==> config.mk <==
export PLATFORM = sky130hd
export DESIGN_NAME = pipeline_stall_controller
export DESIGN_NICKNAME = d
export VERILOG_FILES = /design/src/rtl/pipeline_stall_controller.sv
export SDC_FILE = /design/constraint.sdc
export NUM_CORES = 1
export LEC_CHECK = 0
export CAP_MARGIN = 20
export CORE_MARGIN = 2
export CORE_UTILIZATION = 30
export CTS_BUF_LIST = sky130_fd_sc_hd__clkbuf_8 sky130_fd_sc_hd__clkbuf_16
export DETAILED_ROUTE_END_ITERATION = 10
export DONT_BUFFER_PORTS = 1
export PLACE_DENSITY = 0.43
export SYNTH_ARGS = -nofsm -noshare
export SYNTH_HDL_FRONTEND = slang
export SYNTH_SLANG_ARGS = --single-unit
==> constraint.sdc <==
create_clock -name clk -period 6.05 [get_ports clk]
set_clock_uncertainty 0.2 [all_clocks]
set_input_delay 0.605 -clock clk [delete_from_list [all_inputs] [get_ports clk]]
set_output_delay 0.605 -clock clk [all_outputs]
set_load 0.02 [all_outputs]
==> src/rtl/pipeline_stall_controller.sv <==
`default_nettype none
// ============================================================================
// pipeline_stall_controller - interlock sequencer for load-use, memory wait
// and taken-branch flush.                                      Revision 1.0
// ============================================================================
module pipeline_stall_controller #(
  parameter int FLUSH_CYCLES = 2,
  parameter int MEM_TIMEOUT  = 255,
  parameter int CNT_W        = 32
) (
  input  logic             clk,
  input  logic             reset,
  input  logic [4:0]       id_rs,
  input  logic [4:0]       id_rt,
  input  logic             id_uses_rt,
  input  logic             ex_memread,
  input  logic [4:0]       ex_rd,
  input  logic             mr_memreq,
  input  logic             mem_ready,
  input  logic             branch_taken_ex,
  output logic             pc_write,
  output logic             if_pr_write,
  output logic             pr_id_write,
  output logic             id_ex_write,
  output logic             ex_mr_write,
  output logic             front_flush,
  output logic             id_ex_bubble,
  output logic             mr_wb_bubble,
  output logic             mem_timeout,
  output logic [CNT_W-1:0] stall_cycles
);

  localparam logic [1:0]  c_run          = 2'd0;
  localparam logic [1:0]  c_flush        = 2'd1;
  localparam logic [1:0]  c_mem_wait     = 2'd2;
  localparam logic [1:0]  c_hang         = 2'd3;
  localparam logic [2:0]  c_flush_reload = 3'(FLUSH_CYCLES - 1);
  localparam logic [15:0] c_timeout      = 16'(MEM_TIMEOUT);

  logic [1:0]       r_state, w_state_next;
  logic [2:0]       r_flush_cnt, w_flush_cnt_next;
  logic [15:0]      r_wait_cnt, w_wait_cnt_next, w_wait_inc;
  logic             r_mem_timeout, w_set_timeout;
  logic [CNT_W-1:0] r_stall_cycles;

  logic w_mem_hold, w_load_use, w_flushing, w_frozen;
  logic w_pc_write, w_if_pr_write, w_pr_id_write, w_id_ex_write, w_ex_mr_write;
  logic w_front_flush, w_id_ex_bubble, w_mr_wb_bubble;

  assign w_mem_hold = mr_memreq & ~mem_ready;
  assign w_load_use = ex_memread && (ex_rd != 5'd0) &&
                      ((ex_rd == id_rs) || (id_uses_rt && (ex_rd == id_rt)));
  assign w_flushing = (r_state == c_flush);
  // The whole pipe holds while memory is outstanding or the access has hung.
  assign w_frozen   = (r_state == c_hang) ||
                      ((r_state == c_mem_wait) && !mem_ready) ||
                      (((r_state == c_run) || w_flushing) && w_mem_hold);
  assign w_wait_inc = (r_state == c_mem_wait) ? r_wait_cnt + 16'd1 : 16'd1;

  always_comb begin
    w_pc_write       = 1'b1;
    w_if_pr_write    = 1'b1;
    w_pr_id_write    = 1'b1;
    w_id_ex_write    = 1'b1;
    w_ex_mr_write    = 1'b1;
    w_front_flush    = 1'b0;
    w_id_ex_bubble   = 1'b0;
    w_mr_wb_bubble   = 1'b0;
    w_state_next     = r_state;
    w_flush_cnt_next = r_flush_cnt;
    w_wait_cnt_next  = r_wait_cnt;
    w_set_timeout    = 1'b0;

    if (w_frozen) begin
      w_pc_write     = 1'b0;
      w_if_pr_write  = 1'b0;
      w_pr_id_write  = 1'b0;
      w_id_ex_write  = 1'b0;
      w_ex_mr_write  = 1'b0;
      w_mr_wb_bubble = 1'b1;
      if (r_state != c_hang) begin
        w_wait_cnt_next = w_wait_inc;
        if (w_wait_inc >= c_timeout) begin
          w_state_next  = c_hang;
          w_set_timeout = 1'b1;
        end else begin
          w_state_next = c_mem_wait;
        end
      end
    end else begin
      if (r_state == c_mem_wait) begin
        w_wait_cnt_next = 16'd0;
        w_state_next    = (r_flush_cnt != 3'd0) ? c_flush : c_run;
      end
      if (branch_taken_ex) begin
        w_front_flush    = 1'b1;
        w_id_ex_bubble   = !w_flushing;
        w_flush_cnt_next = c_flush_reload;
        w_state_next     = (c_flush_reload != 3'd0) ? c_flush : c_run;
      end else if (w_flushing) begin
        // The ID instruction is being killed, so load-use is not evaluated.
        w_front_flush    = 1'b1;
        w_flush_cnt_next = r_flush_cnt - 3'd1;
        w_state_next     = (r_flush_cnt == 3'd1) ? c_run : c_flush;
      end else if (w_load_use) begin
        w_pc_write     = 1'b0;
        w_if_pr_write  = 1'b0;
        w_pr_id_write  = 1'b0;
        w_id_ex_bubble = 1'b1;
      end
    end
  end

  assign pc_write     = w_pc_write     & ~reset;
  assign if_pr_write  = w_if_pr_write  & ~reset;
  assign pr_id_write  = w_pr_id_write  & ~reset;
  assign id_ex_write  = w_id_ex_write  & ~reset;
  assign ex_mr_write  = w_ex_mr_write  & ~reset;
  assign front_flush  = w_front_flush  & ~reset;
  assign id_ex_bubble = w_id_ex_bubble & ~reset;
  assign mr_wb_bubble = w_mr_wb_bubble & ~reset;
  assign mem_timeout  = r_mem_timeout;
  assign stall_cycles = r_stall_cycles;

  always_ff @(posedge clk or posedge reset) begin
    if (reset) begin
      r_state        <= c_run;
      r_flush_cnt    <= 3'd0;
      r_wait_cnt     <= 16'd0;
      r_mem_timeout  <= 1'b0;
      r_stall_cycles <= '0;
    end else begin
      r_state     <= w_state_next;
      r_flush_cnt <= w_flush_cnt_next;
      r_wait_cnt  <= w_wait_cnt_next;
      if (w_set_timeout) begin
        r_mem_timeout <= 1'b1;
      end
      if (!w_pc_write && (r_stall_cycles != {CNT_W{1'b1}})) begin
        r_stall_cycles <= r_stall_cycles + CNT_W'(1);
      end
    end
  end

endmodule
`default_nettype wire

* Yosys cells after proc, flatten, opt, wreduce, memory -nomap -nowiden
Cells that the tools add are included.
** Operators by class
- $add $sub $neg :: 3
- Order comparisons :: 1
- Eq/ne operators :: 9
- Mux-type cells :: 30
- Bitwise gates (word level) :: 9
- Reduce and logical (&&, ||, !) cells :: 22
** Operators by type and width (number)
- two-way mux 16 bit :: 4
- adder 32 x 1 -> 32 bit (second input constant) :: 1
- inequality test 32 bit (second input constant) :: 1
- two-way mux 1 bit :: 19
- adder 16 x 1 -> 16 bit (second input constant) :: 1
- greater-or-equal comparator 16 x 8 -> 1 bit (second input constant) :: 1
- equality test 5 bit :: 2
- two-way mux 2 bit :: 5
- AND 1 bit :: 6
- logical AND 1 bit :: 6
- two-way mux 3 bit :: 2
- AND reduction 2 bit :: 3
- nonzero test 5 bit :: 1
- equality test 2 bit (second input constant) :: 2
- logical OR 1 bit :: 4
- nonzero test 2 bit :: 2
- nonzero test 4 bit :: 1
- equality test 3 x 1 -> 1 bit (second input constant) :: 1
- zero test 1 bit :: 3
- NOT 1 bit :: 3
- nonzero test 3 bit :: 1
- subtractor 3 x 1 -> 3 bit (second input constant) :: 1
- equality test 2 x 1 -> 1 bit (second input constant) :: 1
- zero test 2 bit :: 1
- 2 further kinds :: 2
** Storage, ports and cells
- Register bits :: 54
- Input bits :: 22
- Output and inout port bits :: 41
- Logic and storage cells :: 79

* Logic depth before layout (Yosys ltp)
- Word-level depth :: 10
- Gate-level depth with buffers :: 8
- Mapped depth without buffers :: 8

* Worst setup path before layout
Ideal clock, no wire load.
- Kind :: input -> output
- From :: in mr_memreq
- To :: out pc_write
- Arrival time :: 2.626 ns
- Data required time :: 5.245 ns
- Setup slack :: 2.619 ns
- Cell stages on the path :: 6
- Buffers on the path :: 1
- Path through :: nor2b_1 -> a21oi_1 -> clkinv_1 -> nor2_1 -> a21boi_0 -> buf_4
** Between the ends
- Longest elaborated chain between the ends :: 5
** Ends and longest elaborated chain
- from (decl) :: line 18 : input logic mr_memreq,
- AND 1 bit :: line 50 : assign w_mem_hold = mr_memreq & ~mem_ready;
- logical AND 1 bit :: line 57 : (((r_state == c_run) || w_flushing) && w_mem_hold);
- logical OR 1 bit :: line 56 : ((r_state == c_mem_wait) && !mem_ready) ||
- two-way mux 1 bit
- AND 1 bit
- to (decl) :: line 21 : output logic pc_write,
No other way between the ends.

* Worst setup path in the final report
- From :: reg r_state[0]
- To :: out pc_write
** Between the ends
- Longest elaborated chain between the ends :: 6
- Elaborated cells on any way between the ends :: 13
- Classes of those cells :: 3 x eq/ne; 3 x mux; 1 x bitwise; 6 x reduce/logical
** Ends and longest elaborated chain
- from (decl) :: line 40 : logic [1:0] r_state, w_state_next;
- from (signal assigned) :: line 127 : r_state <= c_run;
- from (signal assigned) :: line 133 : r_state <= w_state_next;
- equality test 2 bit (tied with other cells) :: line 56
- logical AND 1 bit or logical OR 1 bit (tied branches) :: line 56, 57
- logical OR 1 bit or logical AND 1 bit (tied branches) :: line 55, 57
- logical OR 1 bit :: line 56
- two-way mux 1 bit (*)
- AND 1 bit (*)
Every way passes the cells marked *; elsewhere a longest branch is shown, timed or not.

==> out/qor.csv <==
metric;value;unit
slew of the pin with the lowest slew margin;0.829;ns
WP data required;5.24;ns
wire per inst;15.5;um
DP HPWL;5550;um
DP Worst Slack;2.60;ns
Vias;2565;
share of Yosys cell area claimed by the top area cell type;41.4;%
ys async rst share;100;%
gr ovfl total;0;
fin. max-slew vios;0;
GPL Wtd Cong;0.750;
CTS tree;done;
Critical R2R Launch;stall_cycles[13];
critical path depth;6;
final core utilization;32.1;%
status;finished, final reports clean;
reg-to-reg slack, setup;3.04;ns
CP top delay family;simple AND/OR/NAND/NOR gates;
Synth Area per Inst;8.80;um2
Slew HR;44.5;%
die area;11700;um2
Reg2Reg Depth;7;
Post-CTS Hold Fix Bufs;0;
number of global-route vias before repair;2691;
H-tree depth reported by CTS;2;
Post-synth EDFFs;0;
synthesized net count;398;
final instance area;3450;um2
DRC;0;
Syn Inst Count;371;
antenna violations before repair;0;
TritonCTS Buffers;5;
most common cell after layout, fill and taps aside;dfrtp_1;
crit-path max cell delay;0.71;ns
critical path peak fanout;18;
WL final;7760;um
# nets final;386;
Final period util;62.4;%
Clock Path Buffers;2;
WS Path Type;reg2out;
number of synthesis warnings;0;
Final ANT Viol Nets;0;
power per cell area;291;nW/um2
Final Non-Filler Cells;500;
Root Driver;clkbuf_8;
row count;38;
total clock sinks;54;
worst vdd ir;0.121;mV
Initial DRC Count;99;
Die Ht;108;um
crit path DAT;2.97;ns
minimum period implied by the final worst setup slack;3.78;ns
hold crit path type;in2async;
crit path from;r_state[0];
DR pass1 iterations;4;
worst setup path end;pc_write;
routed vias/inst;5.13;
Fin. Hold Viols;0;
capture point of the worst reg-to-reg path;stall_cycles[19];
Initial Util;30.4;%
Unique masters post-synth;49;
Worst-Skew Late Latency;0.31;ns
largest net degree at the start of global routing;55;
placed cell areas;3350;um2
Inst Count DP;492;
Ports;63;
first-pass GRT wire length;13300;um
register clock-pin slew on the reported worst setup and hold paths;0.10;ns
Post-Syn Area;3260;um2
Die X;108;um
Synth area leader;dfrtp_1;
Antenna diodes;0;
port bufs;0;
Max Cap Viol;0;
share of layout cells above drive strength 1;6.39;%
Area Growth Syn to Fin;5.60;%
leakage;1.42;nW
Setup-failing EPs final;0;
post-CTS sizing;0;
Setup TNS;0;ns
worst path cell trace;nand2b_1, a21oi_1, clkinv_1, nor2_1, a21boi_1, buf_4;
critical path buffer and inverter count;2;
Seq/Total Area, Yosys;41.4;%
Primary FF master, synth;dfrtp_1;
fmax;0.265;GHz
Synth Register Bits;54;
core area;10700;um2
hold_ws;0.160;ns
RSZ-0062 raised after global routing;false;
all-layer global routing usage;14.2;%
Post-CTS Setup Bufs;0;
setup ws final;2.27;ns
Slowest-stage cell, CP;nor2_1;
Critical Path Start Type;flop;
crit end category;output pin;
total power;1.00;mW
top cells by area, synth;dfrtp_1 (41%), xor2_1 (6.4%), xnor2_1 (6.2%);
most frequent cells in the layout;dfrtp_1 (54), nand2_1 (47), o21ai_0 (35);
==> flip-flops by register name (all words and copies together), names as in the netlist <==
| name | count |
|---|---|
| mem_timeout | 1 |
| r_flush_cnt | 3 |
| r_state | 2 |
| r_wait_cnt | 16 |
| stall_cycles | 32 |
==> metal layers <==
metal  GRT usage (%)  up-vias  share of wire [%]
met3            3.19        7                4.7
met1            16.9     1232                 44
met4            3.57        0                1.1
li1                -     1286                  -
met5               0        -                  0
met2            25.9       40                 51
==> where the power goes <==
group	internal, mW	switching [mW]	leakage (nW)
Clock	0.0934	0.125	0.0530
Sequential	0.402	0.118	0.731
Combinational	0.0964	0.168	0.636
Total	0.592	0.411	1.42
==> final cells by class <==
type | instances | area [um2]
Fill cell | 1167 | 7300
Multi-Input combinational cell | 287 | 1770
Sequential cell | 54 | 1350
Tap cell | 140 | 175
Clock buffer | 6 | 82.6
Inverter | 8 | 30.0
Timing Repair Buffer | 3 | 22.5
Clock inverter | 2 | 12.5
==> how the worst min path moves through the flow <==
stage	to	slack, ns
2_1_floorplan	r_flush_cnt[1]	0.27
3_3_place_gp	r_wait_cnt[15]	0.29
3_5_place_dp	r_wait_cnt[15]	0.30
4_1_cts	r_flush_cnt[1]	0.17
5_1_grt	r_flush_cnt[1]	0.18
6_report	r_state[1]	0.16
==> synth_stat cells, drive strengths merged (3+ instances only) <==
cell	count
dfrtp	54
nor2b	3
inv	7
o41ai	3
and3	9
o21ai	36
clkbuf	15
xnor2	23
nand3	22
o31ai	5
nand2	47
a22o	5
xor2	24
nor2	31
a31oi	3
nor4	8
nand4	16
nor3	12
and4	3
buf	7
ha	5
a21oi	8
and2	3
nand2b	3
==> cells by family after synthesis <==
family                     after synthesis  share of synthesized area [%]
and+or+nand+nor                        163                           25.3
AOI/OAI and AO/OA                       72                           14.5
DFF                                     54                           41.4
xor gates and xnor gates                47                           12.6
buffers and inverters                   30                           4.29
adders and majority gates                5                           1.92
==> worst reg2reg max path, delay by kind of cell, from the launching register on <==
kind	cells	cell delay, ns
and+or+nand+nor	5	1.40
DFF	1	0.57
xor gates and xnor gates	1	0.17
AOI/OAI and AO/OA	1	0.55
No activity file was read; power rests on OpenSTA's default activity.
